--- src/rtl/tpu_pkg.sv ---
// Shared definitions for tpu_job_ctrl: FSM state encoding, TPU address map
// and the helpers that turn a word index into a TPU address.
package tpu_pkg;

    typedef logic [2:0] state_t;

    localparam state_t ST_IDLE    = 3'd0;
    localparam state_t ST_LOAD    = 3'd1;
    localparam state_t ST_CLEAR   = 3'd2;
    localparam state_t ST_START   = 3'd3;
    localparam state_t ST_COMPUTE = 3'd4;
    localparam state_t ST_READ    = 3'd5;
    localparam state_t ST_HOLD    = 3'd6;
    localparam state_t ST_DONE    = 3'd7;

    localparam logic [15:0] A_BASE     = 16'h0100;
    localparam logic [15:0] B_BASE     = 16'h0200;
    localparam logic [15:0] C_BASE     = 16'h0300;
    localparam logic [15:0] START_ADDR = 16'h0400;

    // Stream order is A rows, B rows, then C half-rows, each 8 bytes apart.
    function automatic logic [15:0] load_addr(input int k, input int dim);
        if (k < dim)
            return A_BASE + 16'(8 * k);
        else if (k < 2 * dim)
            return B_BASE + 16'(8 * (k - dim));
        else
            return C_BASE + 16'(8 * (k - 2 * dim));
    endfunction

    function automatic logic [15:0] c_addr(input int j);
        return C_BASE + 16'(8 * j);
    endfunction

endpackage

--- src/rtl/tpu_wait_cnt.sv ---
// Loadable down-counter with a zero flag; times the systolic compute window.
module tpu_wait_cnt #(
    parameter int W = 5
) (
    input  logic         clk_i,
    input  logic         rst_i,
    input  logic         load_i,
    input  logic [W-1:0] load_val_i,
    input  logic         en_i,
    output logic         zero_o
);

    logic [W-1:0] cnt_q, cnt_d;

    always_comb begin
        cnt_d = cnt_q;
        if (load_i)
            cnt_d = load_val_i;
        else if (en_i && (cnt_q != '0))
            cnt_d = cnt_q - W'(1);
    end

    always_ff @(posedge clk_i or posedge rst_i) begin
        if (rst_i)
            cnt_q <= '0;
        else
            cnt_q <= cnt_d;
    end

    assign zero_o = (cnt_q == '0);

endmodule

--- src/rtl/tpu_job_ctrl.sv ---
// Job sequencer for the tpuv1 bus: load operands, start, wait, read C back.
// TPU_JOB_CTRL_CLEAR_C_EN: stream carries only A/B; C is zero-filled here.
//
// state   | meaning
// IDLE    | waiting for job_start
// LOAD    | accepting operand words, each written to the TPU one cycle later
// CLEAR   | writing zero C half-rows (TPU_JOB_CTRL_CLEAR_C_EN only)
// START   | issuing the single 0x400 start write
// COMPUTE | bus idle while the array computes
// READ    | one read cycle of a C half-row, captured at cycle end
// HOLD    | presenting the captured word until out_ready
// DONE    | one-cycle done pulse
module tpu_job_ctrl
    import tpu_pkg::*;
#(
    parameter int DIM   = 8,
    parameter int DATAW = 64,
    parameter int ADDRW = 16
) (
    input  logic             clk_i,
    input  logic             rst_i,
    input  logic             job_start_i,
    output logic             busy_o,
    output logic             done_o,
    input  logic             in_valid_i,
    output logic             in_ready_o,
    input  logic [DATAW-1:0] in_data_i,
    output logic             out_valid_o,
    input  logic             out_ready_i,
    output logic [DATAW-1:0] out_data_o,
    output logic             tpu_r_w_o,
    output logic [ADDRW-1:0] tpu_addr_o,
    output logic [DATAW-1:0] tpu_din_o,
    input  logic [DATAW-1:0] tpu_dout_i
);

    localparam int WAIT_CYC = 3 * DIM - 1;
    localparam int WW       = $clog2(WAIT_CYC + 1);
    localparam int KW       = $clog2(4 * DIM) + 1;
`ifdef TPU_JOB_CTRL_CLEAR_C_EN
    localparam int N_STREAM = 2 * DIM;
`else
    localparam int N_STREAM = 4 * DIM;
`endif

    state_t             state_q, state_d;
    logic [KW-1:0]      k_q, k_d;
    logic               busy_q, busy_d;
    logic               done_q, done_d;
    logic               out_valid_q, out_valid_d;
    logic [DATAW-1:0]   out_data_q, out_data_d;
    logic               r_w_q, r_w_d;
    logic [ADDRW-1:0]   addr_q, addr_d;
    logic [DATAW-1:0]   din_q, din_d;
    logic               wait_load, wait_en, wait_zero;

    tpu_wait_cnt #(.W(WW)) u_wait_cnt (
        .clk_i      (clk_i),
        .rst_i      (rst_i),
        .load_i     (wait_load),
        .load_val_i (WW'(WAIT_CYC)),
        .en_i       (wait_en),
        .zero_o     (wait_zero)
    );

    always_comb begin
        state_d     = state_q;
        k_d         = k_q;
        done_d      = 1'b0;
        out_valid_d = out_valid_q;
        out_data_d  = out_data_q;
        r_w_d       = 1'b0;
        addr_d      = '0;
        din_d       = '0;
        wait_load   = 1'b0;
        wait_en     = 1'b0;

        case (state_q)
            ST_IDLE: begin
                if (job_start_i) begin
                    state_d = ST_LOAD;
                    k_d     = '0;
                end
            end
            ST_LOAD: begin
                if (in_valid_i) begin
                    r_w_d  = 1'b1;
                    addr_d = ADDRW'(load_addr(32'(k_q), DIM));
                    din_d  = in_data_i;
                    k_d    = k_q + KW'(1);
                    if (k_q == KW'(N_STREAM - 1)) begin
`ifdef TPU_JOB_CTRL_CLEAR_C_EN
                        state_d = ST_CLEAR;
`else
                        state_d = ST_START;
`endif
                    end
                end
            end
            ST_CLEAR: begin
                r_w_d  = 1'b1;
                addr_d = ADDRW'(load_addr(32'(k_q), DIM));
                k_d    = k_q + KW'(1);
                if (k_q == KW'(4 * DIM - 1))
                    state_d = ST_START;
            end
            ST_START: begin
                // Registered here so 0x400 appears on the bus for exactly one cycle.
                r_w_d     = 1'b1;
                addr_d    = ADDRW'(START_ADDR);
                wait_load = 1'b1;
                state_d   = ST_COMPUTE;
            end
            ST_COMPUTE: begin
                if (wait_zero) begin
                    state_d = ST_READ;
                    k_d     = '0;
                    addr_d  = ADDRW'(c_addr(0));
                end else begin
                    wait_en = 1'b1;
                end
            end
            ST_READ: begin
                out_data_d  = tpu_dout_i;
                out_valid_d = 1'b1;
                state_d     = ST_HOLD;
            end
            ST_HOLD: begin
                if (out_ready_i) begin
                    out_valid_d = 1'b0;
                    k_d         = k_q + KW'(1);
                    if (k_q == KW'(2 * DIM - 1)) begin
                        state_d = ST_DONE;
                        done_d  = 1'b1;
                    end else begin
                        state_d = ST_READ;
                        addr_d  = ADDRW'(c_addr(32'(k_q) + 1));
                    end
                end
            end
            ST_DONE: begin
                state_d = ST_IDLE;
            end
            default: begin
                state_d = ST_IDLE;
            end
        endcase

        busy_d = (state_d != ST_IDLE);
    end

    always_ff @(posedge clk_i or posedge rst_i) begin
        if (rst_i) begin
            state_q     <= ST_IDLE;
            k_q         <= '0;
            busy_q      <= 1'b0;
            done_q      <= 1'b0;
            out_valid_q <= 1'b0;
            out_data_q  <= '0;
            r_w_q       <= 1'b0;
            addr_q      <= '0;
            din_q       <= '0;
        end else begin
            state_q     <= state_d;
            k_q         <= k_d;
            busy_q      <= busy_d;
            done_q      <= done_d;
            out_valid_q <= out_valid_d;
            out_data_q  <= out_data_d;
            r_w_q       <= r_w_d;
            addr_q      <= addr_d;
            din_q       <= din_d;
        end
    end

    assign in_ready_o  = (state_q == ST_LOAD);
    assign busy_o      = busy_q;
    assign done_o      = done_q;
    assign out_valid_o = out_valid_q;
    assign out_data_o  = out_data_q;
    assign tpu_r_w_o   = r_w_q;
    assign tpu_addr_o  = addr_q;
    assign tpu_din_o   = din_q;

endmodule

--- config.mk ---
export PLATFORM = sky130hd
export DESIGN_NAME = tpu_job_ctrl
export DESIGN_NICKNAME = d
export VERILOG_FILES = /design/src/rtl/tpu_pkg.sv /design/src/rtl/tpu_wait_cnt.sv /design/src/rtl/tpu_job_ctrl.sv
export SDC_FILE = /design/constraint.sdc
export NUM_CORES = 1
export LEC_CHECK = 0
export CORE_MARGIN = 5
export CORE_UTILIZATION = 41
export DETAILED_ROUTE_END_ITERATION = 8
export MAX_ROUTING_LAYER = met4
export PLACE_DENSITY = 0.79
export REMOVE_ABC_BUFFERS = 1
export SLEW_MARGIN = 15
export SYNTH_ARGS = -nofsm -noshare
export SYNTH_HDL_FRONTEND = slang
export SYNTH_SLANG_ARGS = --single-unit
--- constraint.sdc ---
create_clock -name clk_i -period 5.45 [get_ports clk_i]
set_input_delay 0.8175 -clock clk_i [delete_from_list [all_inputs] [get_ports clk_i]]
set_output_delay 0.8175 -clock clk_i [all_outputs]
set_load 0.01 [all_outputs]
==> metrics.txt <==
period utilization=0.4978; vias in the first global route=4666; Hold EP=out_data_o[55]$_DFFE_PP0P_; RR Endpoint=k_q[2]$_DFFE_PP0P_; CTS buffer count=17; CORE AREA=14420 µm²; R2R setup slack=3.30 ns; Post-Route WL=16610 µm; Slowest-stage cell, CP=dfrtp_1; Vias/cell=4.971; initial antenna violation count=0; clk buf depth=2; Sum Neg Setup Slack=0 ns; syn_area_per_cell=13.67 µm²; DP HPWL=12300 µm; CTS tree=built; CP Max Fanout=16; crit start category=register; GR Overflow Total=0; Placed Area=8822 µm²; std cell rows=44; chip height=130.7 µm; share of layout cells above drive strength 1=0.1532; Max Clock Freq=0.3686 GHz; worst r2r path cells=5; outcome=finished clean; vias=4484; Hold Crit Depth=1; Max-slew headroom=0.3290; cts hold-fix bufs=0; global-route wire length before repair=24670 µm; VDD IR max=0.4122 mV; Final setup viols=0; CTS sink count=154; max incr delay on CP=0.63 ns; root buffer cell=clkbuf_16; synthesized instance count=437; Buffers on Ports=273; Max Slew Vio Count=0; Cell Area, Synth=5972 µm²; drt pass-1 iters=4; post-CTS sizing=0; clock-pin slew on the worst setup and hold paths=0.06 ns; routed len/inst=18.42 µm; die area=17080 µm²; initial DRC count=215; diodes inserted=0; Die X=130.7 µm; post-route DRC violation count=0; IO Pins=282; register bit total from synthesis=154; Post-CTS Setup Repair Bufs=0; RD Place Congestion=0.9296; register area share after synthesis=0.6453; Critical Path Sink Type=output port; worst hold-check path type=reg -> reg; crit path cell chain=nor3b_4, clkdlybuf4s50_1; RSZ-0062 raised after global routing=no; Post-Route Skew=0.007688 ns; Leak Pwr=0.004313 µW; Crit Path Category=reg -> out; Max H-tree Level=4; critical hold path startpoint=out_data_o[55]$_DFFE_PP0P_; Final Cell Area=9430 µm²; largest net degree at the start of global routing=117; Synth Warn #=0; Clock Latency Late Sink=0.42 ns; final period demand of the worst path=2.713 ns; Critical Path RT=4.63 ns; antenna-violating nets left=0; max-cap violations=0; Hold Vio Cnt, Final=0; crit path DAT=1.90 ns; PwrDens=495.9 nW/µm²; Critical R2R Launch=state_q[0]$_DFF_PP0_; Least-Margin Pin Slew=1.006 ns; area grow syn2layout=57.91%; nets=849; Yosys cell types=43; Initial Utilization=0.4140; Global Route Usage Sum=0.1959
-- synthesized netlist by cell type --
library cell / n / area share
a21oi_2: 1 / 0.0015
nand2_4: 1 / 0.0019
xnor2_1: 3 / 0.0044
o2bb2ai_1: 1 / 0.0015
xor2_1: 2 / 0.0029
nor2b_1: 3 / 0.0031
and2_1: 1 / 0.0010
inv_1: 6 / 0.0038
mux2i_1: 1 / 0.0017
nor3b_1: 1 / 0.0013
buf_4: 8 / 0.010
o211ai_2: 1 / 0.0021
nor3b_2: 2 / 0.0042
a221oi_1: 1 / 0.0015
buf_2: 8 / 0.0067
a31oi_1: 5 / 0.0052
o31a_1: 1 / 0.0015
conb_1: 1 / 0.00063
a221o_1: 3 / 0.0050
nand3_1: 7 / 0.0059
or4b_4: 2 / 0.0046
nand2_1: 16 / 0.010
mux2_2: 64 / 0.12
nor2_1: 8 / 0.0050
nor4_2: 1 / 0.0021
o21ai_0: 7 / 0.0059
a21oi_1: 4 / 0.0034
or3_1: 1 / 0.0010
o211ai_1: 3 / 0.0038
a22oi_1: 1 / 0.0013
ha_1: 11 / 0.023
nand3_2: 1 / 0.0017
nand3b_1: 3 / 0.0038
and3_1: 67 / 0.070
or2_2: 1 / 0.0010
nand4_1: 2 / 0.0021
nand4b_1: 1 / 0.0015
clkbuf_1: 18 / 0.011
a32o_1: 1 / 0.0017
nand2b_1: 9 / 0.0094
nor3_1: 3 / 0.0025
a22o_1: 2 / 0.0029
dfrtp_1: 154 / 0.65
-- routing by layer --
layer	track usage	wire, µm	up-vias
met4	0.09014	640	0
li1	-	-	2052
met5	-	0	-
met2	0.3089	8069	246
met1	0.2316	6293	2143
met3	0.05976	1608	43
-- sequential cells by signal (all words and copies together), names as in the netlist --
name              flops
tpu_r_w_o             1
tpu_din_o            64
busy_o                1
out_data_o           64
u_wait_cnt.cnt_q      5
tpu_addr_o            8
state_q               3
k_q                   6
out_valid_o           1
done_o                1
-- power by group --
group          internal, µW  leakage [µW]  switching (µW)
sequential             1510       0.00196             226
clock                   735      0.000286             462
combinational          1030       0.00207             717
total                  3270       0.00431            1410
-- through the flow --
| step | hold WS, ns | cells | total power [µW] | utilization | setup WS [ns] |
|---|---|---|---|---|---|
| global route | 0.5096 | 902 | 4938 | 0.6538 | 2.617 |
| detailed placement | 0.4919 | 870 | 3518 | 0.6116 | 2.798 |
| global placement | 0.4691 | 870 | 3452 | 0.6116 | 2.871 |
| CTS | 0.5059 | 902 | 4733 | 0.6538 | 2.716 |
| floorplan | 0.4480 | 410 | 2543 | - | 0.4827 |
| finish | 0.5036 | 902 | 4677 | 0.6538 | 2.737 |
-- layout by cell type (no fill, tap or decap), types with 2 or more instances in the layout --
cell | netlist | final
clkdlybuf4s50_1 | 0 | 272
dfrtp_1 | 154 | 154
and3_1 | 67 | 67
mux2_2 | 64 | 64
clkbuf_16 | 0 | 17
nand2_1 | 16 | 16
ha_1 | 11 | 11
nand2b_1 | 9 | 9
nor2_1 | 8 | 8
conb_1 | 1 | 8
o21ai_0 | 7 | 7
nand3_1 | 7 | 7
inv_1 | 6 | 5
a31oi_1 | 5 | 5
a21oi_1 | 4 | 4
inv_6 | 0 | 4
clkinvlp_4 | 0 | 4
nand3b_1 | 3 | 3
xnor2_1 | 3 | 3
nor2b_1 | 3 | 3
o211ai_1 | 3 | 3
a221o_1 | 3 | 3
nor3_1 | 3 | 3
bufinv_16 | 0 | 3
buf_4 | 8 | 3
nand4_1 | 2 | 2
a22o_1 | 2 | 2
or4b_4 | 2 | 2
xor2_1 | 2 | 2
clkinv_2 | 0 | 2
-- area by class of cell --
class | instances | area (µm²)
fill | 1056 | 4994
sequential | 154 | 3854
timing repair buffer | 276 | 2750
multi-input combinational | 250 | 1961
clock buffer | 19 | 442.9
tap | 184 | 230.2
clock inverter | 13 | 165.2
inverter | 6 | 27.53
-- kinds of logic (layout without fill, tap and decap cells) --
kind of cell,count (synthesis),after routing,share of synthesized area
AOI/OAI and AO/OA,31,31,0.03708
adders and majority gates,11,11,0.02305
muxes,65,65,0.1224
DFF,154,154,0.6453
other,1,8,0.0006279
xor gates and xnor gates,5,5,0.007334
buffers and inverters,40,314,0.03185
and+or+nand+nor,130,130,0.1324
-- worst max-delay path: cells and delay by family, from the launching register on --
kind / cells / cell delay (ns)
flip-flops: 1 / 0.63
buffers and inverters: 1 / 0.57
AND/OR/NAND/NOR: 1 / 0.28
-- worst max path at each step --
stage	slack, ns	end	depth (start not counted)	start
after detailed placement	2.80	k_q[3]$_DFFE_PP0P_	5	in_valid_i
after global routing	2.62	in_ready_o	2	state_q[0]$_DFF_PP0_
after CTS	2.72	in_ready_o	2	state_q[0]$_DFF_PP0_
final	2.74	in_ready_o	2	state_q[0]$_DFF_PP0_
after global placement	2.87	tpu_din_o[11]$_DFF_PP0_	3	rst_i
after floorplan	0.48	busy_o$_DFF_PP0_	1	rst_i
(Power assumes the default switching activity.)
